[src/rtl/fifo_rd_ctrl_if.sv]
// Read-side bundle of the async FIFO: read request, synchronised write pointer, and the read-domain status outputs.
// When FIFO_RD_UFLOW_EN is defined, the bundle also carries the sticky underflow flag rUFLOW.
interface fifo_rd_ctrl_if #(
  parameter int unsigned ADDRSIZE = 4
);
  localparam int unsigned PW = ADDRSIZE + 1;

  logic          rINC;
  logic [PW-1:0] rq2_wptr;
  logic [ADDRSIZE-1:0] rADDR;
  logic [PW-1:0] rPTR;
  logic          rEMPTY;
  logic          rAEMPTY;
  logic [PW-1:0] rLEVEL;
`ifdef FIFO_RD_UFLOW_EN
  logic          rUFLOW;

  modport master (
    output rINC, rq2_wptr,
    input  rADDR, rPTR, rEMPTY, rAEMPTY, rLEVEL, rUFLOW
  );
  modport slave (
    input  rINC, rq2_wptr,
    output rADDR, rPTR, rEMPTY, rAEMPTY, rLEVEL, rUFLOW
  );
`else
  modport master (
    output rINC, rq2_wptr,
    input  rADDR, rPTR, rEMPTY, rAEMPTY, rLEVEL
  );
  modport slave (
    input  rINC, rq2_wptr,
    output rADDR, rPTR, rEMPTY, rAEMPTY, rLEVEL
  );
`endif
endinterface

[src/rtl/fifo_rd_ctrl.sv]
// Async FIFO read-pointer controller: binary/Gray read pointers, RAM read address, empty, almost-empty and level.
// Optional sticky underflow flag rUFLOW is built when FIFO_RD_UFLOW_EN is defined.
module fifo_rd_ctrl #(
  parameter int unsigned ADDRSIZE      = 4,
  parameter int unsigned AEMPTY_THRESH = 2
) (
  input  logic           rCLK,
  input  logic           rRST,
  fifo_rd_ctrl_if.slave  bus
);
  localparam int unsigned PW = ADDRSIZE + 1;

  logic [PW-1:0] r_bin;
  logic [PW-1:0] r_ptr;
  logic [PW-1:0] r_level;
  logic          r_empty;
  logic          r_aempty;

  logic          w_ren;
  logic [PW-1:0] w_bin_nx;
  logic [PW-1:0] w_gray_nx;
  logic [PW-1:0] w_wbin;
  logic [PW-1:0] w_level_nx;

  assign w_ren      = bus.rINC & ~r_empty;
  assign w_bin_nx   = r_bin + PW'(w_ren);
  assign w_gray_nx  = (w_bin_nx >> 1) ^ w_bin_nx;
  assign w_level_nx = w_wbin - w_bin_nx;

  // Gray to binary: each binary bit is the XOR of all Gray bits at or above it.
  always_comb begin
    w_wbin = '0;
    for (int unsigned i = 0; i < PW; i++) begin
      w_wbin = w_wbin ^ (bus.rq2_wptr >> i);
    end
  end

  // Flags come from the next pointer so they move on the same edge as the pointer.
  always_ff @(posedge rCLK or negedge rRST) begin
    if (!rRST) begin
      r_bin    <= '0;
      r_ptr    <= '0;
      r_empty  <= 1'b1;
      r_aempty <= 1'b1;
      r_level  <= '0;
    end else begin
      r_bin    <= w_bin_nx;
      r_ptr    <= w_gray_nx;
      r_empty  <= (w_gray_nx == bus.rq2_wptr);
      r_aempty <= (w_level_nx <= PW'(AEMPTY_THRESH));
      r_level  <= w_level_nx;
    end
  end

  assign bus.rADDR   = r_bin[ADDRSIZE-1:0];
  assign bus.rPTR    = r_ptr;
  assign bus.rEMPTY  = r_empty;
  assign bus.rAEMPTY = r_aempty;
  assign bus.rLEVEL  = r_level;

`ifdef FIFO_RD_UFLOW_EN
  logic r_uflow;

  // Sticky until reset: any read request while empty.
  always_ff @(posedge rCLK or negedge rRST) begin
    if (!rRST) begin
      r_uflow <= 1'b0;
    end else if (bus.rINC & r_empty) begin
      r_uflow <= 1'b1;
    end
  end

  assign bus.rUFLOW = r_uflow;
`endif

endmodule

[src/flat_wrapper.sv]
// flat-port wrapper written by rule: the top's interface ports become plain ports
module fifo_rd_ctrl_flat 
#(
  parameter int unsigned ADDRSIZE      = 4,
  parameter int unsigned AEMPTY_THRESH = 2
)
  (rCLK, rRST, bus_rINC, bus_rq2_wptr, bus_rADDR, bus_rPTR, bus_rEMPTY, bus_rAEMPTY, bus_rLEVEL);
  fifo_rd_ctrl_if #(.ADDRSIZE(ADDRSIZE)) bus_i ();
  input  logic rCLK;
  input  logic rRST;
  input wire logic [$bits(bus_i.rINC)-1:0] bus_rINC;
  input wire logic [$bits(bus_i.rq2_wptr)-1:0] bus_rq2_wptr;
  output wire logic [$bits(bus_i.rADDR)-1:0] bus_rADDR;
  output wire logic [$bits(bus_i.rPTR)-1:0] bus_rPTR;
  output wire logic [$bits(bus_i.rEMPTY)-1:0] bus_rEMPTY;
  output wire logic [$bits(bus_i.rAEMPTY)-1:0] bus_rAEMPTY;
  output wire logic [$bits(bus_i.rLEVEL)-1:0] bus_rLEVEL;
  assign bus_i.rINC = bus_rINC;
  assign bus_i.rq2_wptr = bus_rq2_wptr;
  assign bus_rADDR = bus_i.rADDR;
  assign bus_rPTR = bus_i.rPTR;
  assign bus_rEMPTY = bus_i.rEMPTY;
  assign bus_rAEMPTY = bus_i.rAEMPTY;
  assign bus_rLEVEL = bus_i.rLEVEL;
  fifo_rd_ctrl #(.ADDRSIZE(ADDRSIZE), .AEMPTY_THRESH(AEMPTY_THRESH)) u_core (.rCLK(rCLK), .rRST(rRST), .bus(bus_i));
endmodule
[config.mk]
export PLATFORM = sky130hd
export DESIGN_NAME = fifo_rd_ctrl_flat
export DESIGN_NICKNAME = d
export VERILOG_FILES = /design/src/rtl/fifo_rd_ctrl_if.sv /design/src/rtl/fifo_rd_ctrl.sv /design/src/flat_wrapper.sv
export SDC_FILE = /design/constraint.sdc
export NUM_CORES = 1
export LEC_CHECK = 0
export ABC_AREA = 1
export CORE_MARGIN = 5
export CORE_UTILIZATION = 53
export CTS_BUF_LIST = sky130_fd_sc_hd__clkbuf_16
export DETAILED_ROUTE_END_ITERATION = 6
export PLACE_DENSITY = 0.86
export SYNTH_ARGS = -nofsm -noshare
export SYNTH_HDL_FRONTEND = slang
export SYNTH_SLANG_ARGS = --single-unit
[constraint.sdc]
create_clock -name rCLK -period 3.85 [get_ports rCLK]
set_clock_uncertainty 0.2 [all_clocks]
set_input_delay 0.385 -clock rCLK [delete_from_list [all_inputs] [get_ports rCLK]]
set_output_delay 0.385 -clock rCLK [all_outputs]
set_load 0.03 [all_outputs]
### Yosys cells after proc, flatten, opt, wreduce, memory -nomap -nowiden

Index checks and enable logic that the tools add are counted.

* $add $sub $neg: 2
* $lt $le $gt $ge: 1
* eq/ne operators: 1
* bitwise logic cells: 7

Operators with widths (count)
* $add A5 B1 Y5: 1
* $eq A5 B5 Y1: 1
* $le A5 B2 Y1 const B: 1
* $sub A5 B5 Y5: 1
* $xor A4 B5 Y5: 1
* $xor A5 B1 Y5: 1
* $xor A5 B2 Y5: 1
* $xor A5 B3 Y5: 1
* $xor A5 B4 Y5: 1
* $and A1 B1 Y1: 1
* $not A1 Y1: 1

* bits in registers: 17
* word-level logic and storage cells: 16

### Logic depth before layout (Yosys ltp)

* depth after elaboration: 6
* depth in mapped cells: 17
* mapped depth without buffers: 17

### Least setup slack after synthesis

OpenSTA, ideal clock, no wires.

* kind: input to register
* from: input bus_rq2_wptr[2]
* to: register u_core.r_aempty (netlist: u_core.bus.rAEMPTY)
* setup time: 0.064 ns
* data arrival time: 2.113 ns
* required time: 3.586 ns
* path slack: 1.473 ns
* stages on the path: 15
* path through: inv_1 nand2_2 nand2_1 nand2_2 nand2_2 xor2_2 xor2_1 ha_1 inv_1 fa_1 inv_1 nor2_1 nor2_1 nand3_1 nor2_2

* word-level cells in the longest chain between the ends: 6

RTL lines
* start: declaration: RTL line flat_wrapper.sv:12 `input wire logic [$bits(bus_i.rq2_wptr)-1:0] bus_rq2_wptr;`
* $xor A5 B4 Y5: RTL line fifo_rd_ctrl.sv:34 `w_wbin = w_wbin ^ (bus.rq2_wptr >> i);`
* $xor A5 B3 Y5 *: RTL line fifo_rd_ctrl.sv:34
* $xor A5 B2 Y5 *: RTL line fifo_rd_ctrl.sv:34
* $xor A5 B1 Y5 *: RTL line fifo_rd_ctrl.sv:34
* $sub A5 B5 Y5 *: RTL line fifo_rd_ctrl.sv:28 `assign w_level_nx = w_wbin - w_bin_nx;`
* named net u_core.w_level_nx[1]: RTL line fifo_rd_ctrl.sv:23 `logic [PW-1:0] w_level_nx;`
* $le A5 B2 Y1 *: RTL line fifo_rd_ctrl.sv:50 `r_aempty <= (w_level_nx <= PW'(AEMPTY_THRESH));`
* end signal: assignment: RTL line fifo_rd_ctrl.sv:50
* end: declaration: RTL line fifo_rd_ctrl.sv:17 `logic r_aempty;`

Mark *: on every way through the listed nets, which the timed path passes. The rest lies on a longest branch.

### Final worst setup path

* from: input bus_rq2_wptr[3]
* to: register u_core.r_aempty (netlist: u_core.bus.rAEMPTY)

* elaborated cells on any way between the ends: 6
* those cells by class: 1 x add/sub; 1 x order compare; 4 x bitwise

RTL lines (RTL line)
* $xor A5 B3 Y5: fifo_rd_ctrl.sv:34
* $xor A5 B2 Y5 *: fifo_rd_ctrl.sv:34
* $xor A5 B1 Y5 *: fifo_rd_ctrl.sv:34
* $sub A5 B5 Y5 *: fifo_rd_ctrl.sv:28
* named net u_core.w_level_nx[1]: fifo_rd_ctrl.sv:23
* $le A5 B2 Y1 *: fifo_rd_ctrl.sv:50

Marks and branches as above.

==> metrics.md <==
| Metric | Value |
|---|---|
| Status | complete, no violations |
| CTS tree | built |
| Worst slew pin tran | 683.4 ps |
| Shortest period the worst path allows | 2945 ps |
| Flip-flop and latch count after synthesis | 16 |
| Register clock-pin slew on the reported worst setup and hold paths | 50 ps |
| Fraction of final layout cells sized beyond drive strength 1 | 21.02% |
| Sum Neg Setup Slack | 0 ps |
| Core Footprint | 1942 µm² |
| Seq/Total Area, Yosys | 38.02% |
| Final ANT Viol Nets | 0 |
| Initial antenna violation count | 0 |
| Static leakage | 0.7179 nW |
| Final estimated routing congestion in global placement | 0.8174 |
| Number of buffers inserted for hold repair after clock tree synthesis | 0 |
| Endpoint required time on the critical path | 3830 ps |
| Count of cells resized by post-cts repair | 0 |
| Share of the synthesized area in the top cell type | 33.06% |
| Final Hold Fails | 0 |
| Max Cap Viol | 0 |
| Overflow left after global routing | 0 |
| Number of global-route vias before repair | 902 |
| Overall Global Routing Usage | 17.53% |
| Part of the power in registers | 22.5% |
| Worst Setup Path Type | input pin to flop |
| Syn-to-layout area delta | 30.93% |
| Total net switching power | 658.9 µW |
| Post-detailed-routing wire length | 2209 µm |
| Post-synth net total | 147 |
| Critical Path, Cell by Cell | clkdlybuf4s50_1 > inv_1 > nand2_2 > nand3_2 > nand2_2 > xor2_2 > xor2_1 > ha_1 > inv_1 > fa_1 > inv_1 > nor2_1 > nor2_1 > nand3_1 > nor2_2 |
| Worst endpoint data arrival time | 2930 ps |
| NumNets Final | 174 |
| Unique cell type count in the Yosys netlist | 21 |
| Post-CTS repair timing setup buffer count | 0 |
| Most used cell, CP | sky130_fd_sc_hd__inv_1 |
| Number of sinks on the clock net | 16 |
| Cell type with the largest total area after synthesis | sky130_fd_sc_hd__dfrtp_1 |
| Post-synth EDFFs | 0 |
| Number of buffers added on ports | 23 |
| Number of DRC markers in iteration 0 | 13 |
| Mean instance size in the synthesized netlist | 8.029 µm² |
| Maximum resistive drop on vdd | 0.5364 mV |
| Filler cells | 148 |
| Number of clock buffers inserted by TritonCTS | 3 |
| Number of antenna diodes | 0 |
| Synth Flop Type | sky130_fd_sc_hd__dfrtp_1 |
| Mapped cell area | 1060 µm² |
| Number of remaining DRC errors | 0 |
| Max_slew headroom | 54.30% |
| Maximum frequency from static timing analysis | 339.5 MHz |
| Share of synthesized registers carrying an async set or reset | 100.0% |
| Die area | 2994 µm² |
| Placed wire-length estimate | 1723 µm |
| Final setup violating endpoints | 0 |
| Final critical-path share of the clock period | 76.50% |
| Cell at the root of the clock tree | sky130_fd_sc_hd__clkbuf_16 |
| Utilization after layout | 71.46% |
| Switching part of the total | 47.87% |
| Internal power | 717.4 µW |
| Core Rows | 16 |
| Gate count of the mapped netlist | 132 |
| Yosys warning total | 0 |
| Delay contributed by the slowest stage of the critical path | 540 ps |
| Width of the die | 54.72 µm |
| Iteration count of the initial detailed-routing pass | 4 |
| Floorplan die height | 54.72 µm |
| Class of the worst hold path | input pin to async pin |
| CP startpoint kind | input pin |
| Fraction of power consumed by combinational cells | 63.2% |
| Number of pins exceeding their max-slew limit in the final report | 0 |
| Unrepaired setup endpoints after global routing | no |
| Number of H-tree levels | 1 |
| Critical path fanouts, max | 4 |
| DR WL/cell | 12.01 µm |
| Clk network pwr share | 14.3% |
| Power density over cell area | 991.9 nW/µm² |
| Kind of end point of the critical path | flop |
| Global-route wire length before repair | 3726 µm |
| Largest net degree at the start of global routing | 17 |
| Maximum clock insertion buffer count | 2 |
| Vias per cell | 4.837 |
| Count of pins on the block boundary | 24 |
| Largest cells by area after synthesis | sky130_fd_sc_hd__dfrtp_1 33%, sky130_fd_sc_hd__nand2_1 15%, sky130_fd_sc_hd__nand2_2 9.4% |
| Clk_lat worst skew | 240 ps |
| Effective utilization at floorplan | 54.57% |
| CP max-delay cell | sky130_fd_sc_hd__clkdlybuf4s50_1 |
| Via total after detailed routing | 890 |
## power groups by stage
stage,combinational [mW],clock (mW),sequential (mW)
after floorplan,0.460,0,0.461
after detailed placement,0.856,0,0.312
after CTS,0.875,0.198,0.311
after global routing,0.962,0.204,0.321
after global placement,0.836,0,0.307
final,0.869,0.197,0.310
## registers in the layout, indices dropped and copies added, names as in the netlist
| register | flops |
|---|---|
| u_core.r_bin | 5 |
| u_core.bus.rAEMPTY | 1 |
| u_core.bus.rLEVEL | 5 |
| u_core.bus.rPTR | 4 |
| u_core.bus.rEMPTY | 1 |
## final timing paths
check                           slack [ps]  depth (start not counted)                      endpoint                         from
min in group rCLK                      380                          2     u_core.r_bin[4]$_DFF_PN0_    u_core.r_bin[4]$_DFF_PN0_
worst max register to register        1480                         10  u_core.bus.rAEMPTY$_DFF_PN1_  u_core.bus.rEMPTY$_DFF_PN1_
worst max-delay path                   900                         15  u_core.bus.rAEMPTY$_DFF_PN1_              bus_rq2_wptr[3]
worst min register to register         380                          2     u_core.r_bin[4]$_DFF_PN0_    u_core.r_bin[4]$_DFF_PN0_
worst min-delay path                   360                          1     u_core.r_bin[4]$_DFF_PN0_                         rRST
max in group asynchronous             2650                          1     u_core.r_bin[1]$_DFF_PN0_                         rRST
## worst max-delay path, delay by kind of cell
kind                     cells  cell delay [ps]
AND/OR/NAND/NOR              7              690
adder cells (fa/ha/maj)      2              650
XOR/XNOR                     2              420
buffers and inverters        4              760
## cell usage in the layout (no fill, tap or decap)
master and instances:
sky130_fd_sc_hd__nand4_1 2, sky130_fd_sc_hd__dfstp_2 2, sky130_fd_sc_hd__clkbuf_16 3, sky130_fd_sc_hd__nor2_4 1, sky130_fd_sc_hd__inv_1 16, sky130_fd_sc_hd__nor2_1 5, sky130_fd_sc_hd__nand2_1 41, sky130_fd_sc_hd__nand2_4 3
sky130_fd_sc_hd__nor2_2 1, sky130_fd_sc_hd__nand2_2 16, sky130_fd_sc_hd__ha_1 6, sky130_fd_sc_hd__nand3_2 3, sky130_fd_sc_hd__nand3b_1 1, sky130_fd_sc_hd__nand3_1 10, sky130_fd_sc_hd__xor2_2 1, sky130_fd_sc_hd__clkdlybuf4s50_1 23
sky130_fd_sc_hd__inv_2 2, sky130_fd_sc_hd__inv_4 1, sky130_fd_sc_hd__fa_1 1, sky130_fd_sc_hd__xor2_1 3, sky130_fd_sc_hd__dfrtp_1 14, sky130_fd_sc_hd__a21oi_1 2
## through the flow
stage / std cells / hold slack (ps) / setup slack, ps / power, mW / instance area [µm²]
final: 184 / 355.1 / 904.9 / 1.376 / 1388
after global routing: 184 / 416.3 / 699.7 / 1.488 / 1388
after CTS: 184 / 384.3 / 895.9 / 1.384 / 1388
after detailed placement: 181 / 373.9 / 729.3 / 1.168 / 1313
after global placement: 181 / 358.6 / 827.3 / 1.143 / 1313
after floorplan: 132 / -110.6 / 1473 / 0.9204 / 1060
## layer usage
| metal | track usage (%) | wire, µm |
|---|---|---|
| met2 | 31.69 | 1176 |
| met5 | 0 | 0 |
| met1 | 19.76 | 896 |
| met3 | 1.907 | 83 |
| met4 | 9.544 | 51 |
## cell families after synthesis
kind of cell	Yosys count	share of synthesized area [%]
simple gates	83	40.02
xor+xnor	4	4.015
fa+ha+maj	7	8.973
buf+inv	20	8.029
compound gates	2	0.9445
flops	16	38.02
## synth_stat cells (2+ instances only)
| cell type | count |
|---|---|
| sky130_fd_sc_hd__nand2_4 | 3 |
| sky130_fd_sc_hd__inv_1 | 16 |
| sky130_fd_sc_hd__nand3_1 | 10 |
| sky130_fd_sc_hd__inv_2 | 2 |
| sky130_fd_sc_hd__ha_1 | 6 |
| sky130_fd_sc_hd__dfstp_2 | 2 |
| sky130_fd_sc_hd__nand3_2 | 3 |
| sky130_fd_sc_hd__nand2_2 | 16 |
| sky130_fd_sc_hd__nand2_1 | 41 |
| sky130_fd_sc_hd__a21oi_1 | 2 |
| sky130_fd_sc_hd__nor2_1 | 5 |
| sky130_fd_sc_hd__nand4_1 | 2 |
| sky130_fd_sc_hd__dfrtp_1 | 14 |
| sky130_fd_sc_hd__xor2_1 | 3 |
## area by class of cell
type / count / area, µm² / share of cell area (%)
multi-input cells: 96 / 571.8 / 41.21
flip-flops and latches: 16 / 402.9 / 29.04
repair buffers: 23 / 230.2 / 16.59
clock buffers: 3 / 75.07 / 5.410
inverters: 19 / 73.82 / 5.320
well taps: 27 / 33.78 / 2.435
Power figures use the tool's default switching activity.
